File: src/rtl/xreg_writeback.sv
// Scalar register-file write-port driver: round-robin arbitration between ALU and vector-unit
// results, one registered write per cycle, and a pending-destination scoreboard for hazard checks.
module xreg_writeback #(
    parameter int unsigned XLEN = 32
) (
    input  logic            clk,
    input  logic            rst_n,
    input  logic            src0Valid,
    input  logic [4:0]      src0Rd,
    input  logic [XLEN-1:0] src0Data,
    output logic            src0Ready,
    input  logic            src1Valid,
    input  logic [4:0]      src1Rd,
    input  logic [XLEN-1:0] src1Data,
    output logic            src1Ready,
    input  logic            issueValid,
    input  logic [4:0]      issueRd,
    output logic            issueReady,
    input  logic [4:0]      rs1Addr,
    input  logic [4:0]      rs2Addr,
    output logic            rs1Busy,
    output logic            rs2Busy,
    output logic [4:0]      writeAddr,
    output logic            writeEnable,
    output logic [XLEN-1:0] writeData,
    output logic            idle
);

    // lastGrantQ = 1 means src1 won the most recent transfer; reset value makes src0 go first.
    logic            lastGrantQ, lastGrantD;
    logic            grant1;
    logic            xfer;
    logic [4:0]      selRd;
    logic [XLEN-1:0] selData;
    logic [31:0]     pendingQ, pendingD;
    logic            writeEnableQ;
    logic [4:0]      writeAddrQ;
    logic [XLEN-1:0] writeDataQ;

    always_comb begin
        grant1     = src1Valid && (!src0Valid || !lastGrantQ);
        src1Ready  = grant1;
        src0Ready  = src0Valid && !grant1;
        xfer       = src0Valid || src1Valid;
        selRd      = grant1 ? src1Rd : src0Rd;
        selData    = grant1 ? src1Data : src0Data;
        lastGrantD = xfer ? grant1 : lastGrantQ;
    end

    always_comb begin
        issueReady = !pendingQ[issueRd] || (issueRd == 5'd0);
        rs1Busy    = pendingQ[rs1Addr];
        rs2Busy    = pendingQ[rs2Addr];
        idle       = (pendingQ == 32'd0) && !writeEnableQ;
    end

    // Set is applied after clear so a same-cycle set/clear of one register leaves it pending.
    always_comb begin
        pendingD = pendingQ;
        if (writeEnableQ && (writeAddrQ != 5'd0)) begin
            pendingD[writeAddrQ] = 1'b0;
        end
        if (issueValid && issueReady && (issueRd != 5'd0)) begin
            pendingD[issueRd] = 1'b1;
        end
        pendingD[0] = 1'b0;
    end

    always_ff @(posedge clk or negedge rst_n) begin
        if (!rst_n) begin
            lastGrantQ   <= 1'b1;
            pendingQ     <= 32'd0;
            writeEnableQ <= 1'b0;
            writeAddrQ   <= 5'd0;
            writeDataQ   <= '0;
        end else begin
            lastGrantQ   <= lastGrantD;
            pendingQ     <= pendingD;
            writeEnableQ <= xfer && (selRd != 5'd0);
            // Results for x0 are consumed but leave the write address/data untouched.
            if (xfer && (selRd != 5'd0)) begin
                writeAddrQ <= selRd;
                writeDataQ <= selData;
            end
        end
    end

    assign writeEnable = writeEnableQ;
    assign writeAddr   = writeAddrQ;
    assign writeData   = writeDataQ;

endmodule

File: config.mk
export PLATFORM = sky130hd
export DESIGN_NAME = xreg_writeback
export DESIGN_NICKNAME = d
export VERILOG_FILES = /design/src/rtl/xreg_writeback.sv
export SDC_FILE = /design/constraint.sdc
export NUM_CORES = 1
export LEC_CHECK = 0
export BUFFER_PORTS_ARGS = -buffer_cell sky130_fd_sc_hd__buf_2
export CAP_MARGIN = 5
export CORE_MARGIN = 2
export CORE_UTILIZATION = 40
export DETAILED_ROUTE_END_ITERATION = 8
export MAX_ROUTING_LAYER = met4
export PLACE_DENSITY = 0.78
export SLEW_MARGIN = 5
export SYNTH_ARGS = -nofsm -noshare
export SYNTH_HDL_FRONTEND = slang
export SYNTH_SLANG_ARGS = --single-unit
File: constraint.sdc
create_clock -name clk -period 1.8 [get_ports clk]
set_input_delay 0.27 -clock clk [delete_from_list [all_inputs] [get_ports clk]]
set_output_delay 0.27 -clock clk [all_outputs]
set_load 0.01 [all_outputs]
==> results of run 1 <==
[power by group]
part / switching, W / total (W) / internal (W)
clock: 0.000540 / 0.00116 / 0.000617
sequential: 0.000699 / 0.00279 / 0.00209
combinational: 0.00117 / 0.00269 / 0.00152
total: 0.00241 / 0.00664 / 0.00422
[per-layer routing]
| metal | track usage | vias to the layer above | wire length (µm) |
|---|---|---|---|
| met5 | - | - | 0 |
| met4 | 0.0916 | 0 | 371 |
| met3 | 0.0436 | 44 | 1030 |
| met2 | 0.363 | 216 | 6050 |
| met1 | 0.294 | 1846 | 5170 |
| li1 | - | 1718 | - |
[flip-flops by register name, indices dropped and copies added, names as in the netlist]
signal       flops
writeData       32
pendingQ        31
writeEnable      1
writeAddr        5
lastGrantQ       1
[final timing paths]
kind	from	to	slack [ns]
setup / recovery	pendingQ[24]$_DFF_PN0_	issueReady	-0.46
hold / removal	src0Valid	lastGrantQ$_DFFE_PN1P_	0.17
setup reg to reg	pendingQ[12]$_DFF_PN0_	pendingQ[12]$_DFF_PN0_	0.11
hold reg to reg	writeData[28]$_DFFE_PN0P_	writeData[28]$_DFFE_PN0P_	0.50
max in group asynchronous	rst_n	writeData[21]$_DFFE_PN0P_	0.81
min in group asynchronous	rst_n	writeData[30]$_DFFE_PN0P_	0.41
[synth_stat cells (3+ instances only)]
library cell	n	area share
and4_1	3	0.0061
buf_1	3	0.0026
buf_2	10	0.012
buf_6	3	0.0079
clkbuf_1	7	0.0061
dfrtp_1	69	0.40
mux2_2	50	0.13
mux2_4	29	0.10
mux2i_1	3	0.0070
mux4_2	18	0.095
nand2_1	11	0.0096
nand3_1	7	0.0082
nand3b_1	9	0.016
nor2_1	10	0.0088
nor3b_1	7	0.012
nor4_1	10	0.015
o21ai_0	67	0.078
or3_1	4	0.0058
or3b_2	3	0.0061
[through the flow]
stage                     utilization  cells  power (W)
after floorplan                     -    359    0.00401
after global placement          0.523    653    0.00517
after detailed placement        0.523    653    0.00528
after CTS                       0.546    671    0.00653
after global routing            0.551    671    0.00699
final                           0.551    671    0.00664
[layout by cell type, fill, tap and decap left out, types with 2 or more instances in the layout]
cell | netlist | layout
and3b_1 | 2 | 2
a21oi_1 | 2 | 2
buf_2 | 10 | 137
or3b_2 | 3 | 3
buf_4 | 0 | 41
dfrtp_1 | 69 | 69
nand4_1 | 2 | 2
or3_1 | 4 | 4
o211ai_1 | 2 | 2
mux4_2 | 18 | 18
buf_12 | 0 | 3
nor3_1 | 2 | 2
mux2i_1 | 3 | 3
nor4_4 | 0 | 3
nand2_1 | 11 | 11
nor4_2 | 0 | 3
nand3b_1 | 9 | 9
or4_1 | 2 | 2
clkbuf_8 | 0 | 12
nor3b_1 | 7 | 6
nor2_1 | 10 | 9
and4_1 | 3 | 3
inv_1 | 2 | 2
mux2_4 | 29 | 29
o21ai_0 | 67 | 67
nand3_1 | 7 | 6
clkbuf_1 | 7 | 4
nor2b_1 | 2 | 2
nor4_1 | 10 | 4
nand2b_1 | 2 | 2
mux2_2 | 50 | 50
[cell families after synthesis]
group / Yosys count / share of synthesized area
flops: 70 / 0.409
simple gates: 84 / 0.123
buf+inv: 25 / 0.0301
compound gates: 80 / 0.103
mux: 100 / 0.335
[layout make-up]
cell class,count,area [µm²]
clock buffer,16,180
fill,943,4660
inverter,2,7.51
multi-input combinational,264,2530
sequential,70,1750
tap,136,170
timing repair buffer,183,1070
[timing repair]
action | in CTS | in global routing
gates resized for setup | 6 | 8
setup endpoints to repair | 4 | 4
pin swaps | 3 | 2
buffers inserted | 1 | 0
endpoints found under the hold margin | 16 | 0
hold buffers | 1 | 0
==> qor.csv, run 1 <==
metric;value;unit
dieArea;11600;µm²
fin_crit_sh;1.26;
worstSetupStartpointType;flip-flop;
initial_core_util;0.413;
io_pins;138;
setup_tns;-1.44;ns
setup_viol;4;
drc;0;
required;1.53;ns
grt_max_degree;38;
slowest_delay;0.48;ns
powerDensity;1160;nW/µm²
vias;3824;
clk_latency;0.34;ns
die_w;108;µm
synth_edf_count;0;
relSlewSlack;0.661;
synth.net_count;453;
drt_wl_total;12.6;mm
fmax;442;MHz
yosysUniqueCellTypes;44;
cp_slowest_cell;mux4_2;
grt_pass1_wl;20.1;mm
antenna_found_initial;0;
overflow;0;
area_delta_synth_final;33.3;%
cts_tree;yes;
syn_avg_cell_area;11.9;µm²
rsz0062_at_grt;yes;
clock_sinks;70;
dp_hpwl;9.76;mm
hold_viol_final;0;
hold_depth;2;
diodes;0;
layout.nets;624;
drive_gt1_frac;0.583;
post_drt_wl_per_cell;18.8;µm
drv_cap;0;
crit_buf_inv;1;
die_y;108;µm
hold_path.class;in -> reg;
placed_area;5430;µm²
drt-pass1-iter-count;5;
cts_max_level;3;
synth-async-reset-ratio;1.00;
setup_slack;-0.462;ns
reg2reg_depth;3;
clkTransAtPathRegs;0.07;ns
rows;37;
final_area;5710;µm²
postRouteAntennaNets;0;
ys_warn_count;0;
end_kind;output pin;
core_area;10400;µm²
grt_pass1_vias;3984;
routabilityCongestion;1.02;
seq_area_frac_synth;0.409;
crit_type;reg -> out;
worst_pin_slew;0.504;ns
gr-usage-all-layers;0.230;
cp_max_fo;4;
crit_family;multiplexers;
violations;setup timing;
syn-cell-area;4290;µm²
pre_cts_ws;-0.260;ns
numPortBuffers;137;
drtIter0Drc;410;
status;complete, but fails checks;
slew_violations;0;
whs;0.166;ns
cts_buffer_depth;2;
via_per_inst;5.70;
crit_path_cell_trace;mux4_2 > nor3b_1 > a41o_1 > nor4_4 > buf_2;
p_leak;2.54;nW
clock-root-buffer;clkbuf_8;
ys.flop_type;dfrtp_1;
worstPathArrival;1.99;ns
crit_cells;5;
syn_inst;359;
synth-seq-cells;70;
cts_inserted_buffers;9;
vdd_drop_max;501;µV
min_period;2.26;ns
clock_skew;0.00686;ns
Note: power is estimated with default switching activity, not from simulation.
==> run 2, diff against run 1 <==
REMOVE_ABC_BUFFERS = 1   (was not set)
==> run 2 against run 1 <==
Compared with the run above: the flow still finishes with violations (setup timing); clock-buffer cell count is 4 lower; final cell count increased by 1.5%; first-iteration DRC count decreased by 39%; total power rose by 4.7%; cell area increased by 1.6%; hold slack got worse by 0.018 ns; worst setup slack worse by 0.071 ns; register-to-register slack gained 0.02 ns; critical path depth rose by 1; via count grew 0.10%; clock power is 21% higher; critical endpoint is now rs2Busy; highest routed layer unchanged.
==> qor.csv, run 2 (same netlist as run 1, synthesis figures left out) <==
metric;value;unit;change
drive_gt1_frac;0.585;;+0.00214
setup_viol;4;;unchanged
dp_hpwl;9.82;mm;+0.64%
clkTransAtPathRegs;0.08;ns;about the same
vdd_drop_max;474;µV;-5.3%
rows;37;;unchanged
gr-usage-all-layers;0.239;;+0.00850
cts_tree;yes;;
area_delta_synth_final;35.4;%;
crit_path_cell_trace;buf_6 > mux4_2 > nor4bb_2 > nor2_1 > and4_1 > buf_2;;
crit_start;pendingQ[27]$_DFF_PN0_;;
antenna_found_initial;0;;unchanged
required;1.53;ns;about the same
fin_util;0.560;;+0.00893
drv_cap;0;;unchanged
io_pins;138;;unchanged
crit_path_end;rs2Busy;;
reg2reg_depth;5;;+2
clk_latency;0.35;ns;about the same
drt-pass1-iter-count;4;;-1
hold_viol_final;0;;unchanged
cts_inserted_buffers;9;;unchanged
die_w;108;µm;unchanged
reg2reg_to;writeData[31]$_DFFE_PN0P_;;
status;complete, but fails checks;;
dieArea;11600;µm²;unchanged
hold_path.class;in -> reg;;
ff_latch_area;1750;µm²;unchanged
fin_crit_sh;1.30;;+0.0396
routabilityCongestion;0.952;;-6.7%
die_y;108;µm;unchanged
relSlewSlack;0.634;;-0.0270
powerDensity;1200;nW/µm²;+3.0%
numPortBuffers;137;;unchanged
worst_pin_slew;0.544;ns;+0.0401 ns
worstSetupStartpointType;flip-flop;;
slew_violations;0;;unchanged
crit_type;reg -> out;;
final_cell_mix;buf_2, dfrtp_1, o21ai_0;;
core_area;10400;µm²;unchanged
grt_pass1_vias;4052;;+1.7%
rrSetupSlack;0.13;ns;+0.02 ns
clock_skew;0.0152;ns;+0.00836 ns
post_drt_wl_per_cell;19.2;µm;+2.0%
cp_max_fo;4;;unchanged
p_leak;2.60;nW;+2.3%
via_per_inst;5.62;;-1.4%
diodes;0;;unchanged
multi_input_area;2480;µm²;-1.7%
final_area;5810;µm²;+1.6%
slowest_delay;0.50;ns;+0.02 ns
cp_slowest_cell;mux4_2;;
crit_cells;6;;+1
initial_core_util;0.413;;unchanged
final_common_cell;buf_2;;
vias;3828;;+0.10%
crit_family;simple AND/OR/NAND/NOR gates;;
postRouteAntennaNets;0;;unchanged
rsz0062_at_grt;yes;;
drtIter0Drc;252;;-39%
setup_slack;-0.534;ns;-0.0713 ns
fmax;429;MHz;-3.1%
fillers;920;;-2.4%
grt_pass1_wl;20.4;mm;+1.7%
cts_buffer_depth;2;;unchanged
r2r_start;lastGrantQ$_DFFE_PN1P_;;
cts_max_level;3;;unchanged
min_period;2.33;ns;+0.0713 ns
drc;0;;unchanged
end_kind;output pin;;
placed_area;5480;µm²;+0.88%
drt_wl_total;13.1;mm;+3.5%
violations;setup timing;;
total_power;0.00695;W;+4.7%
worstPathArrival;2.06;ns;+0.07 ns
grt_max_degree;71;;+87%
overflow;0;;unchanged
pre_cts_ws;-0.404;ns;-0.144 ns
crit_buf_inv;2;;+1
setup_tns;-1.65;ns;-0.214 ns
clock-root-buffer;clkbuf_8;;
clock_sinks;70;;unchanged
largest_register_ffs;32;;unchanged
layout.nets;634;;+1.6%
## run 2: cell types whose count changed in the layout (fill, tap and decap cells not counted), moves of 2 or more
cell	delta
clkinv_2	+2
nor4_1	+3
clkbuf_1	-2
bufinv_16	+2
nor4_2	-2
clkbuf_8	-2
buf_4	+3
buf_6	+7
## run 2: layout make-up
cell class / count / area share
Multi-Input combinational cell: 264 / 0.428
Sequential cell: 70 / 0.302
Timing Repair Buffer: 193 / 0.203
Tap cell: 136 / 0.0293
Clock buffer: 12 / 0.0250
Clock inverter: 4 / 0.0121
Inverter: 2 / 0.00129
## run 2: repair_timing
item	in CTS	in global routing
endpoints found under the setup margin	4	4
gates resized for setup	8	10
hold buffers	1	0
setup buffers	0	1
pin swaps	6	3
hold endpoints to repair	69	0
## run 2: how the worst min path moves through the flow
| stage | from | endpoint | slack (ns) | depth (start not counted) |
|---|---|---|---|---|
| after CTS | src0Valid | lastGrantQ$_DFFE_PN1P_ | 0.13 | 2 |
| after detailed placement | rst_n | writeData[1]$_DFFE_PN0P_ | 0.33 | 2 |
| after global routing | src0Valid | lastGrantQ$_DFFE_PN1P_ | 0.18 | 2 |
| final | src0Valid | lastGrantQ$_DFFE_PN1P_ | 0.15 | 2 |
| after global placement | rst_n | writeData[15]$_DFFE_PN0P_ | 0.32 | 2 |
| after floorplan | rst_n | pendingQ[10]$_DFF_PN0_ | -0.03 | 0 |
## run 2: where the power goes
group,total (W),internal (W),switching (W),leakage (nW)
clock,0.00140,0.000815,0.000584,0.110
sequential,0.00266,0.00209,0.000572,0.814
combinational,0.00289,0.00164,0.00124,1.67
total,0.00695,0.00455,0.00240,2.60
## run 2: stage by stage
step,hold slack [ns],cells
2_1_floorplan,-0.0256,336
3_3_place_gp,0.319,663
3_5_place_dp,0.325,663
4_1_cts,0.131,680
5_1_grt,0.182,681
6_report,0.148,681
## run 2: layer usage
metal  GRT usage  vias to the layer above  part of all wire
met3      0.0466                       22             0.087
li1            -                     1747                 -
met2       0.388                      204              0.51
met5           -                        -                 0
met1       0.299                     1855              0.39
met4      0.0824                        0             0.020
## run 2: worst register-to-register path: stages (launching register included)
cell and delay [ns]:
dfstp_2 0.58, nand2b_1 0.16, o211ai_2 0.13, nand2_4 0.12
buf_12 0.18, mux2_2 0.37
